===== config.mk =====
export PLATFORM = sky130hd
export DESIGN_NAME = fifo_stream_reader
export DESIGN_NICKNAME = d
export VERILOG_FILES = /design/src/rtl/fifo_stream_reader.sv
export SDC_FILE = /design/constraint.sdc
export NUM_CORES = 1
export LEC_CHECK = 0
export BUFFER_PORTS_ARGS = -buffer_cell sky130_fd_sc_hd__buf_2
export CAP_MARGIN = 15
export CORE_MARGIN = 3
export CORE_UTILIZATION = 40
export DETAILED_ROUTE_END_ITERATION = 6
export PLACE_DENSITY = 0.61
export SYNTH_ARGS = -nofsm -noshare
export SYNTH_HDL_FRONTEND = slang
export SYNTH_SLANG_ARGS = --single-unit

===== constraint.sdc =====
create_clock -name clk -period 1.8 [get_ports clk]
set_input_delay 0.18 -clock clk [delete_from_list [all_inputs] [get_ports clk]]
set_output_delay 0.18 -clock clk [all_outputs]
set_load 0.01 [all_outputs]

===== src/rtl/fifo_stream_reader.sv =====
// Pop-side controller for Synchronous_FIFO: drains the FIFO into a 2-entry registered
// buffer and presents it as a valid/ready stream with frame framing on out_last_o.
module fifo_stream_reader #(
    parameter int unsigned DATA_W    = 8,
    parameter int unsigned FRAME_LEN = 4,
    parameter int unsigned CNT_W     = 16
) (
    input  logic              clk,
    input  logic              reset,
    input  logic              enable_i,
    input  logic              fifo_empty_i,
    input  logic [DATA_W-1:0] fifo_data_i,
    output logic              fifo_pop_o,
    output logic              out_valid_o,
    output logic [DATA_W-1:0] out_data_o,
    output logic              out_last_o,
    input  logic              out_ready_i,
    output logic [CNT_W-1:0]  words_sent_o,
    output logic              busy_o
);

    localparam int unsigned FCNT_W = (FRAME_LEN > 1) ? $clog2(FRAME_LEN) : 1;
    localparam logic [FCNT_W-1:0] LAST_IDX = FCNT_W'(FRAME_LEN - 1);

    logic [1:0]        r_occ, w_occ_next;
    logic [DATA_W-1:0] r_data0, r_data1, w_data0_next, w_data1_next;
    logic              r_last0, r_last1, w_last0_next, w_last1_next;
    logic [FCNT_W-1:0] r_frame_cnt, w_frame_cnt_next;
    logic [CNT_W-1:0]  r_words_sent;
    logic              w_pop, w_deq, w_tag_last;
    logic [1:0]        w_occ_after_deq;

    // Pop depends only on registered occupancy, never on out_ready_i.
    assign w_pop           = enable_i & ~fifo_empty_i & (r_occ != 2'd2) & ~reset;
    assign w_deq           = (r_occ != 2'd0) & out_ready_i;
    assign w_tag_last      = (r_frame_cnt == LAST_IDX);
    assign w_occ_after_deq = r_occ - 2'(w_deq);

    always_comb begin
        w_data0_next     = r_data0;
        w_data1_next     = r_data1;
        w_last0_next     = r_last0;
        w_last1_next     = r_last1;
        w_frame_cnt_next = r_frame_cnt;
        if (w_deq) begin
            w_data0_next = r_data1;
            w_last0_next = r_last1;
        end
        if (w_pop) begin
            // New word lands directly behind whatever survives this edge's dequeue.
            if (w_occ_after_deq == 2'd0) begin
                w_data0_next = fifo_data_i;
                w_last0_next = w_tag_last;
            end else begin
                w_data1_next = fifo_data_i;
                w_last1_next = w_tag_last;
            end
            w_frame_cnt_next = w_tag_last ? '0 : r_frame_cnt + FCNT_W'(1);
        end
        w_occ_next = w_occ_after_deq + 2'(w_pop);
    end

    always_ff @(posedge clk or posedge reset) begin
        if (reset) begin
            r_occ        <= 2'd0;
            r_data0      <= '0;
            r_data1      <= '0;
            r_last0      <= 1'b0;
            r_last1      <= 1'b0;
            r_frame_cnt  <= '0;
            r_words_sent <= '0;
        end else begin
            r_occ       <= w_occ_next;
            r_data0     <= w_data0_next;
            r_data1     <= w_data1_next;
            r_last0     <= w_last0_next;
            r_last1     <= w_last1_next;
            r_frame_cnt <= w_frame_cnt_next;
            if (w_deq) begin
                r_words_sent <= r_words_sent + CNT_W'(1);
            end
        end
    end

    assign fifo_pop_o   = w_pop;
    assign out_valid_o  = (r_occ != 2'd0);
    assign out_data_o   = r_data0;
    assign out_last_o   = r_last0;
    assign busy_o       = (r_occ != 2'd0);
    assign words_sent_o = r_words_sent;

endmodule


== Word-level counts from Yosys, hierarchy flattened ==
Cells that the tools add are included.
Word-level totals
  register bits: 38
  input port bits: 13
  logic and storage cells: 30
Operators by class
  $add $sub $neg: 4
  equality and inequality tests: 2
  mux-type cells: 7
  bitwise gates (word level): 7
  reductions and logical operators: 3
Operators with widths (count)
  8-bit two-way mux: 3
  16-bit by 1-bit adder with 16-bit output, second input constant: 1
  1-bit bitwise AND: 4
  1-bit two-way mux: 3
  1-bit NOT: 3
  2-bit by 1-bit adder with 2-bit output: 1
  2-bit by 1-bit adder with 2-bit output, second input constant: 1
  2-bit equality test, second input constant: 1
  2-bit logical NOT: 1
  2-bit two-way mux: 1
  2-bit != test, second input constant: 1
  2-bit AND reduction: 1
  2-bit nonzero test: 1
  2-bit by 1-bit subtractor with 2-bit output: 1

== Logic depth before layout (Yosys ltp) ==
  word-level depth: 6
  depth in mapped cells: 8

== Worst setup path after synthesis ==
No wires, ideal clock.
  path kind: reg-to-reg
  start point: register r_occ[1]
  end point: register r_data0[6] (netlist: out_data_o[6])
  setup time: 0.124 ns
  arrival: 1.669 ns
  data required time: 1.676 ns
  setup slack: 0.007 ns
  stages on the path, launching flop included: 8
  period minus slack after synthesis: 1.793 ns
  cells stage by stage: dfrtp_1 o21ai_2 inv_1 ha_1 nand2b_1 nor2_2 buf_2 o21ai_1
Between the ends
  cells in the longest elaborated chain, start to end: 6
  elaborated cells on any way between the ends: 10
Ends and longest elaborated chain
  start, declared: line 25  | logic [1:0] r_occ, w_occ_next;
  start signal, assigned: line 73  | r_occ <= w_occ_next;
  2-bit nonzero test (*): line 35  | assign w_deq = (r_occ != 2'd0) & out_ready_i;
  1-bit bitwise AND (*): line 35
  net w_deq: line 30  | logic w_pop, w_deq, w_tag_last;
  2-bit by 1-bit subtractor with 2-bit output: line 37  | assign w_occ_after_deq = r_occ - 2'(w_deq);
  2-bit logical NOT: line 51  | if (w_occ_after_deq == 2'd0) begin
  8-bit two-way mux: line 51
  8-bit two-way mux (*): line 49  | if (w_pop) begin
  net w_data0_next[6]: line 26  | logic [DATA_W-1:0] r_data0, r_data1, w_data0_next, w_data1_next;
  end signal, assigned: line 74  | r_data0 <= w_data0_next;
  end, declared: line 26
The timed path passes the listed nets; every way through them passes the cells marked *.
A chain may end at the register's enable or synchronous reset.

== Worst setup path after layout ==
  start point: register r_occ[1]
  end point: register r_data1[0]
Between the ends
  cells in the longest elaborated chain, start to end: 6
  elaborated cells on any way between the ends: 9
Ends and longest elaborated chain
  2-bit nonzero test: line 35
  1-bit bitwise AND: line 35
  net w_deq: line 30
  2-bit by 1-bit subtractor with 2-bit output: line 37
  2-bit logical NOT: line 51
  1-bit NOT (no source line)
  2-bit AND reduction (no source line)
  end signal, assigned: line 75  | r_data1 <= w_data1_next;
  end, declared: line 26
The timed path passes the listed nets, and every way through them passes these cells.

==> metrics.yaml <==
floorplanning:
  die_w_um: 70.7
  placementRows: 22
  start_util_pct: 43.4
  pin_count: 41
  fp.dieH_um: 70.7
  core_area_um2: 3850
  dieArea_um2: 4990
placement:
  dp_slack_ns: 0.120
  hpwl_um: 2380
  io_buffers: 40
  gp_congestion: 0.729
  post_dp_cell_area_um2: 1960
critical_path:
  critPathCaptureType: "flip-flop"
  reg2reg_from: "r_occ[1]"
  cp.required_ns: 1.97
  rrSetupSlack_ns: 0.12
  start_kind: "flip-flop"
  critPathArrivalTime_ns: 1.85
  reg2regPathDepth: 6
  critPathKind: "flip-flop to flip-flop"
  r2r-end: "r_data1[0]"
  cp_max_fo: 9
sta:
  timing.final.ws_setup_ns: 0.118
  report.final.hold_viol_count: 0
  setup_tns_ns: 0
  setup_viol: 0
  maxSlewViolCount: 0
  rsz0062_at_grt: "false"
  post-route-min-period_ns: 1.68
  worst_slew_pin_slew_ns: 0.419
  relSlewSlack_pct: 72.1
  skew_ns: 0.00464
  max_freq_mhz: 595
  fin_crit_sh_pct: 93.4
route:
  firstDrtPassIters: 4
  ant_nets: 0
  vias_per_cell: 4.82
  drt-total-wl_um: 3100
  dr_total_vias: 1147
  drt_iter0_drc: 66
  drc: 0
  wl_per_cell_um: 13.0
synthesis:
  yosys_register_bits: 38
  synthMuxAreaShare_pct: 12.8
  synth_simple_gate_area_share_pct: 12.1
  synth_fp_nets: 155
  synth_top_family_by_area: "multiplexers"
  yosysWarnings: 0
  syn_area_um2: 1670
  synth_area_per_cell_um2: 12.1
  synth-xor-area-share_pct: 8.90
  seq_area_frac_synth_pct: 56.8
  synth_compound_area_share_pct: 4.19
  synthCells: 138
  synth_cell_type_count: 25
  synth_area_leaders: "dfrtp_1, mux2_2, xnor2_1, mux2i_1, nand2_1"
  synthAdderAreaFrac_pct: 2.99
  synth.top_cell.area_share_pct: 56.8
  yosys.area.top_type: "dfrtp_1"
global_route:
  grt_first_pass_wirelength_um: 5440
  track_usage_pct: 13.7
  antenna_found_initial: 0
  busiest_layer: "met2"
  grt.met3_usage_pct: 5.40
  met1_usage_pct: 16.0
  grt_max_degree: 19
  grt_pass1_vias: 1168
  gr-total-overflow: 0
  use_met2_pct: 23.5
final_layout:
  multi_input_area_um2: 686
  syn2layout_area_growth_pct: 23.5
  fillers: 364
  design_area_um2: 2070
  diodes: 0
  drive_gt1_share_pct: 37.4
  regArea_um2: 951
  nets: 206
worst_hold_path:
  whs_path_depth: 3
  whs_endpoint: "out_data_o[0]"
  hp-class: "primary input to flip-flop"
  hp-start: "fifo_data_i[0]"
clock_tree:
  cts.repair.resized: 0
  cts_buffer_depth: 2
  cts_buffers: 5
  clk_pin_slew_ns: 0.07
  cts_tree: "done"
  post_cts_buffers: 0
  cts.sinks: 38
  clock_latency_ns: 0.28
  cts_root_buffer: "clkbuf_8"
  htreeDepth: 2
run:
  cap_viol_max_count: 0
pwr:
  p_leak_nw: 1.04
  powerDensity_nw_per_um2: 1450
  peakVddDrop_uv: 818
  finalPower_w: 0.00299
status:
  status: "completed"
==> sequential cells by signal (all words and copies together) (netlist names) <==
register	count
out_data_o	8
r_frame_cnt	2
out_last_o	1
r_last1	1
words_sent_o	16
r_occ	2
r_data1	8
==> timing repair <==
item                                    CTS  global route
hold endpoints to repair                 10             0
hold buffers                              1             0
endpoints found under the setup margin    0             1
==> worst max-delay path, cell delays in order, from the launching register on <==
cell and delay, ns:
dfrtp_1 0.40, o21ai_2 0.15, inv_1 0.10, ha_1 0.30
nand2b_1 0.11, nand2_4 0.15, mux2_2 0.35
==> cell usage in the layout (no fill, tap or decap) <==
cell type and count:
buf_2 40, dfrtp_1 38, nand2_1 16, xnor2_1 14, mux2_2 11, mux2i_1 9
o21ai_0 8, clkbuf_8 6, buf_4 6, inv_1 5, nand4_1 5, nand3_1 5
nor2_1 5, ha_1 4, xor2_1 3, and3_1 2, o21ai_2 1, and4_1 1
nor3_1 1, or3b_4 1, a21oi_4 1, nand2b_1 1, nor2_2 1, o21ai_1 1
or2_2 1, nand2_4 1, clkinv_2 1, clkinvlp_4 1, dlygate4sd3_1 1
==> cells by family (layout without fill, tap and decap cells) <==
logic type / count (synthesis) / after routing
multiplexers: 20 / 20
AND/OR/NAND/NOR: 40 / 40
flip-flops: 38 / 38
XOR/XNOR: 17 / 17
buffers and inverters: 8 / 60
AO/OA/AOI/OAI: 11 / 11
adder cells (fa/ha/maj): 4 / 4
==> layout make-up <==
| class | count | area share (%) |
|---|---|---|
| Sequential cell | 38 | 46.0 |
| Multi-Input combinational cell | 92 | 33.2 |
| Timing Repair Buffer | 47 | 12.4 |
| Clock buffer | 6 | 4.00 |
| Tap cell | 48 | 2.91 |
| Inverter | 5 | 0.909 |
| Clock inverter | 2 | 0.606 |
==> through the flow <==
step           util, %  std cells  hold slack, ns
6_report          53.6        238           0.113
5_1_grt           53.6        238           0.122
4_1_cts           53.6        238           0.109
3_5_place_dp      50.9        229           0.216
3_3_place_gp      50.9        229           0.199
2_1_floorplan        -        138           0.297
==> synth_stat cells <==
cell type	instances
dfrtp_1	38
nand2_1	16
xnor2_1	14
mux2_2	11
mux2i_1	9
o21ai_0	8
inv_1	5
nand3_1	5
nand4_1	5
nor2_1	5
ha_1	4
xor2_1	3
and3_1	2
buf_2	2
a21oi_4	1
and4_1	1
buf_4	1
nand2_4	1
nand2b_1	1
nor2_2	1
nor3_1	1
o21ai_1	1
o21ai_2	1
or2_2	1
or3b_4	1
==> worst max-delay path by stage <==
stage	startpoint	to	slack [ns]	cells past startpoint
6_report	r_occ[1]	r_data1[0]	0.12	6
5_1_grt	r_occ[1]	r_data1[5]	0.01	6
4_1_cts	r_occ[1]	r_data1[0]	0.1	6
3_5_place_dp	r_occ[1]	r_data1[0]	0.12	6
3_3_place_gp	r_occ[1]	r_data1[5]	0.16	6
2_1_floorplan	r_occ[1]	out_data_o[6]	0.007	7
==> layer usage <==
layer | share of wire [%] | routed length, um | up-vias
li1 | - | - | 568
met5 | 0 | 0 | -
met1 | 42 | 1300 | 544
met2 | 50 | 1550 | 30
met3 | 6.6 | 205 | 5
met4 | 1.3 | 40 | 0
==> report_power, final <==
part | leakage [nW] | switching, W | internal, W | total (W)
clock | 0.0472 | 0.000291 | 0.000308 | 0.000598
sequential | 0.475 | 0.000223 | 0.00117 | 0.00139
combinational | 0.520 | 0.000503 | 0.000502 | 0.00100
Note: power is estimated with default switching activity, not from simulation.
